===== src/rtl/fixed_divider_if.sv =====
// Purpose: start/busy/done handshake bundle for the 8.8 fixed-point divider.
// Latency: n/a (wires only).
// Backpressure: none; the requester waits for busy low / done before reusing the unit.
//
// Ports carried:
//   start    - request a division (requester -> divider)
//   num1     - dividend, fixed point (requester -> divider)
//   num2     - divisor, fixed point (requester -> divider)
//   busy     - iteration sequence in progress (divider -> requester)
//   done     - one-cycle completion pulse (divider -> requester)
//   result   - quotient, truncated toward zero (divider -> requester)
//   overflow - quotient integer part does not fit (divider -> requester)
//   div_zero - divisor was zero (divider -> requester)
interface fixed_divider_if #(
    parameter int WIDTH = 16
);
    logic             start;
    logic [WIDTH-1:0] num1;
    logic [WIDTH-1:0] num2;
    logic             busy;
    logic             done;
    logic [WIDTH-1:0] result;
    logic             overflow;
    logic             div_zero;

    modport master (
        output start, num1, num2,
        input  busy, done, result, overflow, div_zero
    );

    modport slave (
        input  start, num1, num2,
        output busy, done, result, overflow, div_zero
    );
endinterface


===== src/rtl/fixed_divider.sv =====
// Purpose: sequential unsigned restoring divider for WIDTH-bit fixed point with FRAC fraction bits.
// Latency: WIDTH+FRAC edges from accepted start to done (1 edge for a zero divisor).
// Backpressure: start is taken only in IDLE/DONE; a start while busy is dropped, not queued.
//
// Ports:
//   clk  - clock, all state changes on the rising edge
//   rst  - synchronous active-high reset, overrides everything including an in-flight division
//   dif  - slave side of fixed_divider_if (start/num1/num2 in; busy/done/result/overflow/div_zero out)
module fixed_divider #(
    parameter int WIDTH = 16,
    parameter int FRAC  = 8
) (
    input  logic            clk,
    input  logic            rst,
    fixed_divider_if.slave  dif
);
    localparam int ITER = WIDTH + FRAC;
    localparam int CW   = $clog2(ITER);

    typedef enum logic [1:0] {IDLE, CALC, DONE} state_t;

    state_t           state;
    // Dividend bits shift out of the top while quotient bits shift in at the
    // bottom; after ITER steps the register holds the full quotient.
    logic [ITER-1:0]  dq;
    logic [WIDTH:0]   rem;
    logic [WIDTH-1:0] dvsr;
    logic [CW-1:0]    cnt;

    logic             busy_q;
    logic             done_q;
    logic [WIDTH-1:0] result_q;
    logic             ovf_q;
    logic             dz_q;

    // One restoring step. The trial value is kept two bits wider than the
    // divisor so the borrow out of the subtraction is a clean "trial < divisor".
    logic [WIDTH+1:0] trial;
    logic [WIDTH+1:0] diff;
    logic             q_bit;
    logic [WIDTH:0]   rem_nxt;
    logic [ITER-1:0]  dq_nxt;

    always_comb begin
        trial   = {rem, dq[ITER-1]};
        diff    = trial - {2'b00, dvsr};
        q_bit   = ~diff[WIDTH+1];
        rem_nxt = q_bit ? diff[WIDTH:0] : trial[WIDTH:0];
        dq_nxt  = {dq[ITER-2:0], q_bit};
    end

    always_ff @(posedge clk) begin
        if (rst) begin
            state    <= IDLE;
            dq       <= '0;
            rem      <= '0;
            dvsr     <= '0;
            cnt      <= '0;
            busy_q   <= 1'b0;
            done_q   <= 1'b0;
            result_q <= '0;
            ovf_q    <= 1'b0;
            dz_q     <= 1'b0;
        end else begin
            case (state)
                IDLE, DONE: begin
                    done_q <= 1'b0;
                    state  <= IDLE;
                    if (dif.start) begin
                        if (dif.num2 == '0) begin
                            // Zero divisor: report saturated result immediately.
                            state    <= DONE;
                            done_q   <= 1'b1;
                            result_q <= '1;
                            ovf_q    <= 1'b1;
                            dz_q     <= 1'b1;
                        end else begin
                            state  <= CALC;
                            busy_q <= 1'b1;
                            dq     <= {dif.num1, {FRAC{1'b0}}};
                            dvsr   <= dif.num2;
                            rem    <= '0;
                            cnt    <= '0;
                        end
                    end
                end
                CALC: begin
                    rem <= rem_nxt;
                    dq  <= dq_nxt;
                    cnt <= cnt + 1'b1;
                    if (cnt == CW'(ITER - 1)) begin
                        state    <= DONE;
                        busy_q   <= 1'b0;
                        done_q   <= 1'b1;
                        result_q <= dq_nxt[WIDTH-1:0];
                        ovf_q    <= |dq_nxt[ITER-1:WIDTH];
                        dz_q     <= 1'b0;
                    end
                end
                default: begin
                    state  <= IDLE;
                    busy_q <= 1'b0;
                    done_q <= 1'b0;
                end
            endcase
        end
    end

    assign dif.busy     = busy_q;
    assign dif.done     = done_q;
    assign dif.result   = result_q;
    assign dif.overflow = ovf_q;
    assign dif.div_zero = dz_q;
endmodule


===== src/flat_wrapper.sv =====
// flat-port wrapper written by rule: the top's interface ports become plain ports
module fixed_divider_flat 
#(
    parameter int WIDTH = 16,
    parameter int FRAC  = 8
)
  (clk, rst, dif_start, dif_num1, dif_num2, dif_busy, dif_done, dif_result, dif_overflow, dif_div_zero);
  fixed_divider_if #(.WIDTH(WIDTH)) dif_i ();
  input  logic clk;
  input  logic rst;
  input wire logic [$bits(dif_i.start)-1:0] dif_start;
  input wire logic [$bits(dif_i.num1)-1:0] dif_num1;
  input wire logic [$bits(dif_i.num2)-1:0] dif_num2;
  output wire logic [$bits(dif_i.busy)-1:0] dif_busy;
  output wire logic [$bits(dif_i.done)-1:0] dif_done;
  output wire logic [$bits(dif_i.result)-1:0] dif_result;
  output wire logic [$bits(dif_i.overflow)-1:0] dif_overflow;
  output wire logic [$bits(dif_i.div_zero)-1:0] dif_div_zero;
  assign dif_i.start = dif_start;
  assign dif_i.num1 = dif_num1;
  assign dif_i.num2 = dif_num2;
  assign dif_busy = dif_i.busy;
  assign dif_done = dif_i.done;
  assign dif_result = dif_i.result;
  assign dif_overflow = dif_i.overflow;
  assign dif_div_zero = dif_i.div_zero;
  fixed_divider #(.WIDTH(WIDTH), .FRAC(FRAC)) u_core (.clk(clk), .rst(rst), .dif(dif_i));
endmodule

===== config.mk =====
export PLATFORM = sky130hd
export DESIGN_NAME = fixed_divider_flat
export DESIGN_NICKNAME = d
export VERILOG_FILES = /design/src/rtl/fixed_divider_if.sv /design/src/rtl/fixed_divider.sv /design/src/flat_wrapper.sv
export SDC_FILE = /design/constraint.sdc
export NUM_CORES = 1
export LEC_CHECK = 0
export BUFFER_PORTS_ARGS = -buffer_cell sky130_fd_sc_hd__buf_4
export CAP_MARGIN = 20
export CORE_MARGIN = 3
export CORE_UTILIZATION = 60
export DETAILED_ROUTE_END_ITERATION = 8
export PLACE_DENSITY_LB_ADDON = 0.12
export SLEW_MARGIN = 10
export SYNTH_ARGS = -nofsm -noshare
export SYNTH_HDL_FRONTEND = slang
export SYNTH_SLANG_ARGS = --single-unit

===== constraint.sdc =====
create_clock -name clk -period 7.46 [get_ports clk]
set_clock_uncertainty 0.2 [all_clocks]
set_input_delay 0.746 -clock clk [delete_from_list [all_inputs] [get_ports clk]]
set_output_delay 0.746 -clock clk [all_outputs]
set_load 0.02 [all_outputs]

==> results of run 1 <==
-- state kept, by name, summed over array words and instances, names as in the netlist --
| register | flops |
|---|---|
| u_core.cnt | 5 |
| u_core.dif.busy | 1 |
| u_core.dif.div_zero | 1 |
| u_core.dif.done | 1 |
| u_core.dif.overflow | 1 |
| u_core.dif.result | 16 |
| u_core.dq | 24 |
| u_core.dvsr | 16 |
| u_core.rem | 17 |
| u_core.state | 1 |
-- layout make-up --
type	count	area (sq um)	area share, %
multi-input combinational	385	2320	48.16
sequential	83	1662	34.49
timing repair buffer	58	435.4	9.039
clock buffer	10	137.6	2.857
tap	93	116.4	2.416
inverter	20	75.07	1.558
clock inverter	6	71.32	1.481
-- report_power, final --
part / switching [mW] / total [mW] / internal [mW]
clock: 0.173 / 0.340 / 0.167
sequential: 0.0234 / 0.498 / 0.475
combinational: 0.224 / 0.398 / 0.174
-- per-layer routing --
| layer | wire length (microns) | global-route usage (%) | vias to the layer above |
|---|---|---|---|
| li1 | - | - | 1900 |
| met1 | 4244 | 30.95 | 1733 |
| met2 | 4606 | 38.60 | 108 |
| met3 | 582 | 6.093 | 15 |
| met4 | 169 | 6.897 | 0 |
| met5 | 0 | 0 | - |
-- worst min-delay path: stages, from the launching register on --
cell,delay (ps)
sky130_fd_sc_hd__dfxtp_1,310
sky130_fd_sc_hd__nand2_1,50
sky130_fd_sc_hd__a21oi_1,50
-- kinds of logic (layout without fill, tap and decap cells) --
| family | count (synthesis) | in the layout | synth area share (%) |
|---|---|---|---|
| adders and majority gates | 18 | 18 | 5.524 |
| DFF | 83 | 83 | 39.44 |
| and+or+nand+nor | 207 | 207 | 22.01 |
| buffers and inverters | 52 | 94 | 5.732 |
| muxes | 17 | 17 | 4.128 |
| xor gates and xnor gates | 14 | 14 | 2.911 |
| AOI/OAI and AO/OA | 129 | 129 | 20.26 |
-- placed cells by master (no fill, tap or decap), types with 15 or more instances in the layout --
cell and n:
sky130_fd_sc_hd__a311oi_1 18, sky130_fd_sc_hd__nand2_1 99, sky130_fd_sc_hd__a211oi_1 25, sky130_fd_sc_hd__buf_4 58, sky130_fd_sc_hd__a21oi_1 44, sky130_fd_sc_hd__dfxtp_1 83, sky130_fd_sc_hd__nor2_1 65, sky130_fd_sc_hd__ha_1 17
sky130_fd_sc_hd__o21ai_0 15, sky130_fd_sc_hd__inv_1 20
-- stage by stage --
step	total power, mW	instance area [sq um]	util, %	hold WS (ps)
floorplan	0.8209	4213	-	236.3
global placement	0.8889	4607	70.15	245.0
detailed placement	0.9031	4607	70.15	248.0
CTS	1.237	4816	73.33	260.2
global route	1.305	4817	73.35	287.6
finish	1.237	4817	73.35	257.8
-- path summary, 6_finish.rpt --
check | cells after the start | slack [ps] | to | from
max reg2reg | 10 | 4360 | u_core.rem[1]$_SDFFE_PP0P_ | u_core.dvsr[6]$_SDFFE_PP0P_
min | 2 | 260 | u_core.dvsr[2]$_SDFFE_PP0P_ | u_core.dvsr[2]$_SDFFE_PP0P_
max | 9 | 4140 | u_core.rem[6]$_SDFFE_PP0P_ | dif_num2[15]
min reg2reg | 2 | 260 | u_core.dvsr[2]$_SDFFE_PP0P_ | u_core.dvsr[2]$_SDFFE_PP0P_
==> insert_results.sql, run 1 <==
INSERT INTO impl_metrics (metric_group, metric, value, unit) VALUES
('grt', 'grt_start_max_net_pins', '64', ''),
('place', 'numPortBuffers', '54', ''),
('die', 'core', '6568', 'sq um'),
('hold_path', 'hold_crit_path_type', 'reg2reg', ''),
('clock_network', 'tritoncts', 'done', ''),
('grt', 'grt-ovfl-total', '0', ''),
('synthesis', 'syn-num-nets', '573', ''),
('worst_setup_path', 'critical_path_peak_fanout', '41', ''),
('clock_network', 'cts.hold.buffers_added', '0', ''),
('sta', 'setup_slack', '4140', 'ps'),
('sta', 'timing.final.crit_share', '44.51', '%'),
('worst_setup_path', 'critical_path.n_buffers_inverters', '2', ''),
('power', 'peakVddDrop', '130.9', 'uV'),
('clock_network', 'cts.sinks', '83', ''),
('sta', 'max_clock_freq', '301.2', 'MHz'),
('clock_network', 'number_of_cells_upsized_or_downsized_after_cts', '0', ''),
('clock_network', 'htree_num_levels', '3', ''),
('synthesis', 'synth_area_per_cell', '8.102', 'sq um'),
('worst_setup_path', 'cp-start-kind', 'primary input', ''),
('sta', 'rsz0062_at_grt', 'false', ''),
('sta', 'final.setup.tns', '0', 'ps'),
('grt', 'grt_pass1_vias', '3455', ''),
('synthesis', 'ys_seq_elements', '83', ''),
('layout', 'n_antenna_cell', '0', ''),
('die', 'dieWidth', '89.80', 'microns'),
('synthesis', 'synth_edf_count', '0', ''),
('synthesis', 'synthesized_cell_area', '4213', 'sq um'),
('routing', 'dr_total_vias', '3756', ''),
('worst_setup_path', 'worstSetupEndpointType', 'register', ''),
('clock_network', 'numCtsBuffers', '9', ''),
('layout', 'layout-area-overhead-vs-synth', '14.35', '%'),
('layout', 'layout.filler_cells', '531', ''),
('run_status', 'result_of_the_run', 'finished, final reports clean', ''),
('grt', 'antenna_violations_before_repair', '0', ''),
('routing', 'drc_violation_total_after_the_first_tritonroute_iteration', '208', ''),
('synthesis', 'synth-async-reset-ratio', '0', '%'),
('clock_network', 'clockBufferDepth', '2', ''),
('layout', 'final_standard_cell_count_with_taps_included_and_fillers_excluded', '655', ''),
('place', 'dpl.cell_count', '639', ''),
('layout', 'final_nets', '610', ''),
('die', 'floorplan.initialDensity', '64.15', '%'),
('synthesis', 'synth_largest_type_area_fraction', '39.44', '%'),
('place', 'place_worst_setup_slack', '3810', 'ps'),
('sta', 'pins_over_slew_limit', '0', ''),
('routing', 'wire_per_inst', '14.66', 'microns'),
('sta', 'timing_worst_slew_pin_value', '980.1', 'ps'),
('worst_setup_path', 'worst-setup-path-type', 'in2reg', ''),
('synthesis', 'yosys_most_used_dff', 'sky130_fd_sc_hd__dfxtp_1', ''),
('die', 'io_pins', '55', ''),
('power', 'p_leak', '1.933', 'nW'),
('sta', 'layout_min_cycle_time', '3320', 'ps'),
('place', 'post-dp-hpwl', '6699', 'microns'),
('routing', 'routed_wirelength', '9602', 'microns'),
('worst_setup_path', 'crit_path_cell_trace', 'buf_4, nor4_1, nand4_1, nand2_1, buf_4, nand2b_1, nor2_1, nand2_1, o21ai_0', ''),
('grt', 'global_route_wire_length_before_repair', '16050', 'microns'),
('power', 'p_per_area', '256.7', 'nW/um^2'),
('clock_network', 'clk_latency', '350', 'ps'),
('die', 'die_height', '89.80', 'microns'),
('synthesis', 'synth.distinct_cells', '52', ''),
('die', 'die-area', '8063', 'sq um'),
('worst_setup_path', 'worst_path_max_delay_cell', 'sky130_fd_sc_hd__nor2_1', ''),
('place', 'gp_routability_congestion', '0.8897', ''),
('synthesis', 'synthCells', '520', ''),
('run', 'maxCapViolCount', '0', ''),
('synthesis', 'synthDominantAreaCellType', 'sky130_fd_sc_hd__dfxtp_1', ''),
('synthesis', 'post_synth_main_area_contributors', 'sky130_fd_sc_hd__dfxtp_1 (39%), sky130_fd_sc_hd__nand2_1 (8.8%), sky130_fd_sc_hd__nor2_1 (5.9%)', ''),
('synthesis', 'yosys_warnings', '0', ''),
('routing', 'via_per_inst', '5.734', ''),
('synthesis', 'synthMostInstantiatedCell', 'sky130_fd_sc_hd__nand2_1', ''),
('worst_setup_path', 'worstPathArrival', '3390', 'ps'),
('sta', 'max-slew-margin-rel', '34.66', '%');
Power figures use the tool's default switching activity.
==> run 2, diff against run 1 <==
Settings changed: CORE_UTILIZATION 60 to 52.
Clock period 7.46 ns to 3.05 ns, I/O delays scaled along.
==> run 2 against run 1 <==
Net effect: final cell count increased by 4.1%; total power increased to 2.5 times the previous value; sequential power increased by 140%; clock power increased by 140%; first-iteration DRC count decreased by 27%; critical path depth increased by 2; die area increased by 14%; hold slack got worse by 250 ps; critical endpoint is now u_core.rem[12]$_SDFFE_PP0P_.
==> insert_results.sql, run 2 (same netlist as run 1, synthesis figures left out) <==
INSERT INTO impl_metrics (metric_group, metric, value, unit) VALUES
('sta', 'pins_over_slew_limit', '0', ''),
('layout', 'n_antenna_cell', '0', ''),
('routing', 'drc_errors', '0', ''),
('power', 'design_power_total', '3.124', 'mW'),
('worst_setup_path', 'worst-endpoint-required', '3080', 'ps'),
('grt', 'groute.usage.overall', '22.36', '%'),
('routing', 'postRouteAntennaNets', '0', ''),
('worst_setup_path', 'r2r-end', 'u_core.rem[12]$_SDFFE_PP0P_', ''),
('place', 'dpl_cell_area', '4671', 'sq um'),
('clock_network', 'numCtsBuffers', '9', ''),
('worst_setup_path', 'worstSetupEndpointType', 'register', ''),
('worst_setup_path', 'crit_path_cell_trace', 'inv_1, ha_1, or2b_2, a21oi_2, o21ai_2, and4bb_4, nor4_4, buf_6, buf_12, mux2i_1, a211oi_1', ''),
('power', 'share_of_total_power_in_the_clock_network', '25.8', '%'),
('clock_network', 'cts.sinks', '83', ''),
('worst_setup_path', 'reg2reg_slack', '250', 'ps'),
('run_status', 'result_of_the_run', 'finished, final reports clean', ''),
('die', 'floorplan.rows', '32', ''),
('power', 'p_int', '2.097', 'mW'),
('sta', 'layout_min_cycle_time', '2802', 'ps'),
('layout', 'largest_register_ffs', '24', ''),
('grt', 'grt_start_max_net_pins', '64', ''),
('power', 'p_leak', '2.027', 'nW'),
('layout', 'registers.top_by_ff_count', 'u_core.dq', ''),
('clock_network', 'clockBufferDepth', '2', ''),
('worst_setup_path', 'cp-start-kind', 'register', ''),
('layout', 'final_common_cell', 'sky130_fd_sc_hd__nand2_1', ''),
('place', 'dpl.cell_count', '655', ''),
('layout', 'final_standard_cell_count_with_taps_included_and_fillers_excluded', '682', ''),
('worst_setup_path', 'worst_r2r_path_depth', '11', ''),
('worst_setup_path', 'worst-setup-path-type', 'reg2reg', ''),
('worst_setup_path', 'worst_path_largest_cell_delay', '380', 'ps'),
('die', 'die-area', '9218', 'sq um'),
('sta', 'max-slew-margin-rel', '55.51', '%'),
('power', 'sw_frac_of_total', '32.87', '%'),
('sta', 'final.setup.tns', '0', 'ps'),
('sta', 'setup_slack', '247.7', 'ps'),
('die', 'floorplan.initialDensity', '53.96', '%'),
('layout', 'layout-area-overhead-vs-synth', '18.74', '%'),
('layout', 'drive_gt1_share', '17.76', '%'),
('routing', 'dr_total_vias', '3830', ''),
('clock_network', 'clk_latency', '350', 'ps'),
('worst_setup_path', 'worst_path_max_delay_cell', 'sky130_fd_sc_hd__dfxtp_1', ''),
('clock_network', 'clk_pin_slew_worst_paths', '90', 'ps'),
('power', 'power.combinational.fraction', '35.2', '%'),
('layout', 'final_cell_mix', 'sky130_fd_sc_hd__nand2_1 (99), sky130_fd_sc_hd__dfxtp_1 (83), sky130_fd_sc_hd__buf_4 (66)', ''),
('grt', 'antenna_violations_before_repair', '0', ''),
('grt', 'grt-ovfl-total', '0', ''),
('place', 'place_worst_setup_slack', '158.8', 'ps'),
('run', 'maxCapViolCount', '0', ''),
('hold_path', 'worstHoldStart', 'dif_num2[4]', ''),
('die', 'core', '7807', 'sq um'),
('die', 'die_height', '96.01', 'microns'),
('grt', 'grt_pass1_vias', '3510', ''),
('power', 'p_per_area', '624.6', 'nW/um^2'),
('worst_setup_path', 'critical_path_peak_fanout', '10', ''),
('layout', 'final_util', '64.07', '%'),
('die', 'io_pins', '55', ''),
('layout', 'design_area', '5002', 'sq um'),
('routing', 'routed_wirelength', '9953', 'microns'),
('routing', 'drc_violation_total_after_the_first_tritonroute_iteration', '152', ''),
('clock_network', 'tritoncts', 'done', ''),
('place', 'gp_routability_congestion', '0.8115', ''),
('hold_path', 'hold_crit_path_type', 'in2reg', ''),
('sta', 'timing.final.crit_share', '91.88', '%'),
('worst_setup_path', 'worstPathArrival', '2830', 'ps'),
('hold_path', 'min_path_cells', '3', ''),
('power', 'seq_power_share', '39.0', '%'),
('sta', 'finalSetupViolCount', '0', ''),
('hold_path', 'timing.hold.worst_endpoint', 'u_core.dvsr[4]$_SDFFE_PP0P_', ''),
('die', 'dieWidth', '96.01', 'microns'),
('sta', 'fin_worst_hold_slack', '11.11', 'ps'),
('place', 'numPortBuffers', '54', ''),
('sta', 'timing_worst_slew_pin_value', '667.3', 'ps'),
('layout', 'final_nets', '628', ''),
('sta', 'max_clock_freq', '356.9', 'MHz'),
('worst_setup_path', 'r2r_start', 'u_core.dvsr[1]$_SDFFE_PP0P_', ''),
('routing', 'first_pass_drt_iterations', '4', ''),
('grt', 'global_route_wire_length_before_repair', '16150', 'microns'),
('clock_network', 'htree_num_levels', '3', ''),
('power', 'peakVddDrop', '312.3', 'uV'),
('routing', 'via_per_inst', '5.616', ''),
('routing', 'wire_per_inst', '14.59', 'microns'),
('layout', 'layout_top_registers', 'u_core.dq: 24 flops, u_core.rem: 17 flops', ''),
('place', 'post-dp-hpwl', '6909', 'microns'),
('power', 'p_sw', '1.027', 'mW'),
('sta', 'final-hold-violation-count', '0', ''),
('clock_network', 'cts.root.buffer_cell', 'sky130_fd_sc_hd__clkbuf_8', ''),
('sta', 'rsz0062_at_grt', 'false', '');
[run 2: changes by cell type in the layout (fill, tap and decap cells not counted), sizes merged]
cell / delta
clkinvlp: -1
buf: +11
dlygate4sd3: +7
clkinv: +3
inv: -2
[run 2: worst max-delay path by stage]
stage                                      start                           to  slack, ps  cells after the start
floorplan            u_core.dvsr[1]$_SDFFE_PP0P_   u_core.rem[1]$_SDFFE_PP0P_        380                     10
global route        u_core.dvsr[10]$_SDFFE_PP0P_   u_core.rem[1]$_SDFFE_PP0P_         30                     10
CTS                  u_core.dvsr[1]$_SDFFE_PP0P_   u_core.rem[0]$_SDFFE_PP0P_        130                     10
global placement     u_core.dvsr[1]$_SDFFE_PP0P_   u_core.rem[0]$_SDFFE_PP0P_        230                     10
finish               u_core.dvsr[1]$_SDFFE_PP0P_  u_core.rem[12]$_SDFFE_PP0P_        250                     11
detailed placement   u_core.dvsr[1]$_SDFFE_PP0P_   u_core.rem[0]$_SDFFE_PP0P_        160                     10
[run 2: power groups by stage]
stage / Sequential, mW / Combinational (mW) / Clock, mW
detailed placement: 1.24 / 0.974 / 0
finish: 1.22 / 1.10 / 0.806
CTS: 1.22 / 0.990 / 0.821
floorplan: 1.25 / 0.761 / 0
global route: 1.23 / 1.21 / 0.874
global placement: 1.24 / 0.954 / 0
[run 2: cell type report]
| cell class | count | area (sq um) |
|---|---|---|
| Timing Repair Buffer | 76 | 616.8 |
| Clock inverter | 6 | 65.06 |
| Multi-Input combinational cell | 385 | 2318 |
| Sequential cell | 83 | 1662 |
| Tap cell | 102 | 127.6 |
| Fill cell | 714 | 2805 |
| Inverter | 20 | 75.07 |
| Clock buffer | 10 | 137.6 |
[run 2: metal layers]
| layer | vias up | share of wire [%] | global-route usage [%] |
|---|---|---|---|
| met2 | 80 | 47 | 36.80 |
| met5 | - | 0 | 0 |
| met4 | 0 | 1.5 | 6.754 |
| met1 | 1810 | 47 | 29.35 |
| met3 | 13 | 4.1 | 4.691 |
| li1 | 1927 | - | - |
[run 2: repair_timing]
action                     4_1_cts  5_1_grt
buffers inserted                 0        4
hold endpoints to repair         6        1
resized for setup                0        1
hold buffers                     6        1
setup endpoints to repair        0        2
[run 2: critical path, delay by kind of cell (launching register included)]
family          cells  cell delay, ps
simple gates        3             830
buf+inv             3             390
compound gates      3             410
mux                 1             210
fa+ha+maj           1             260
flops               1             380
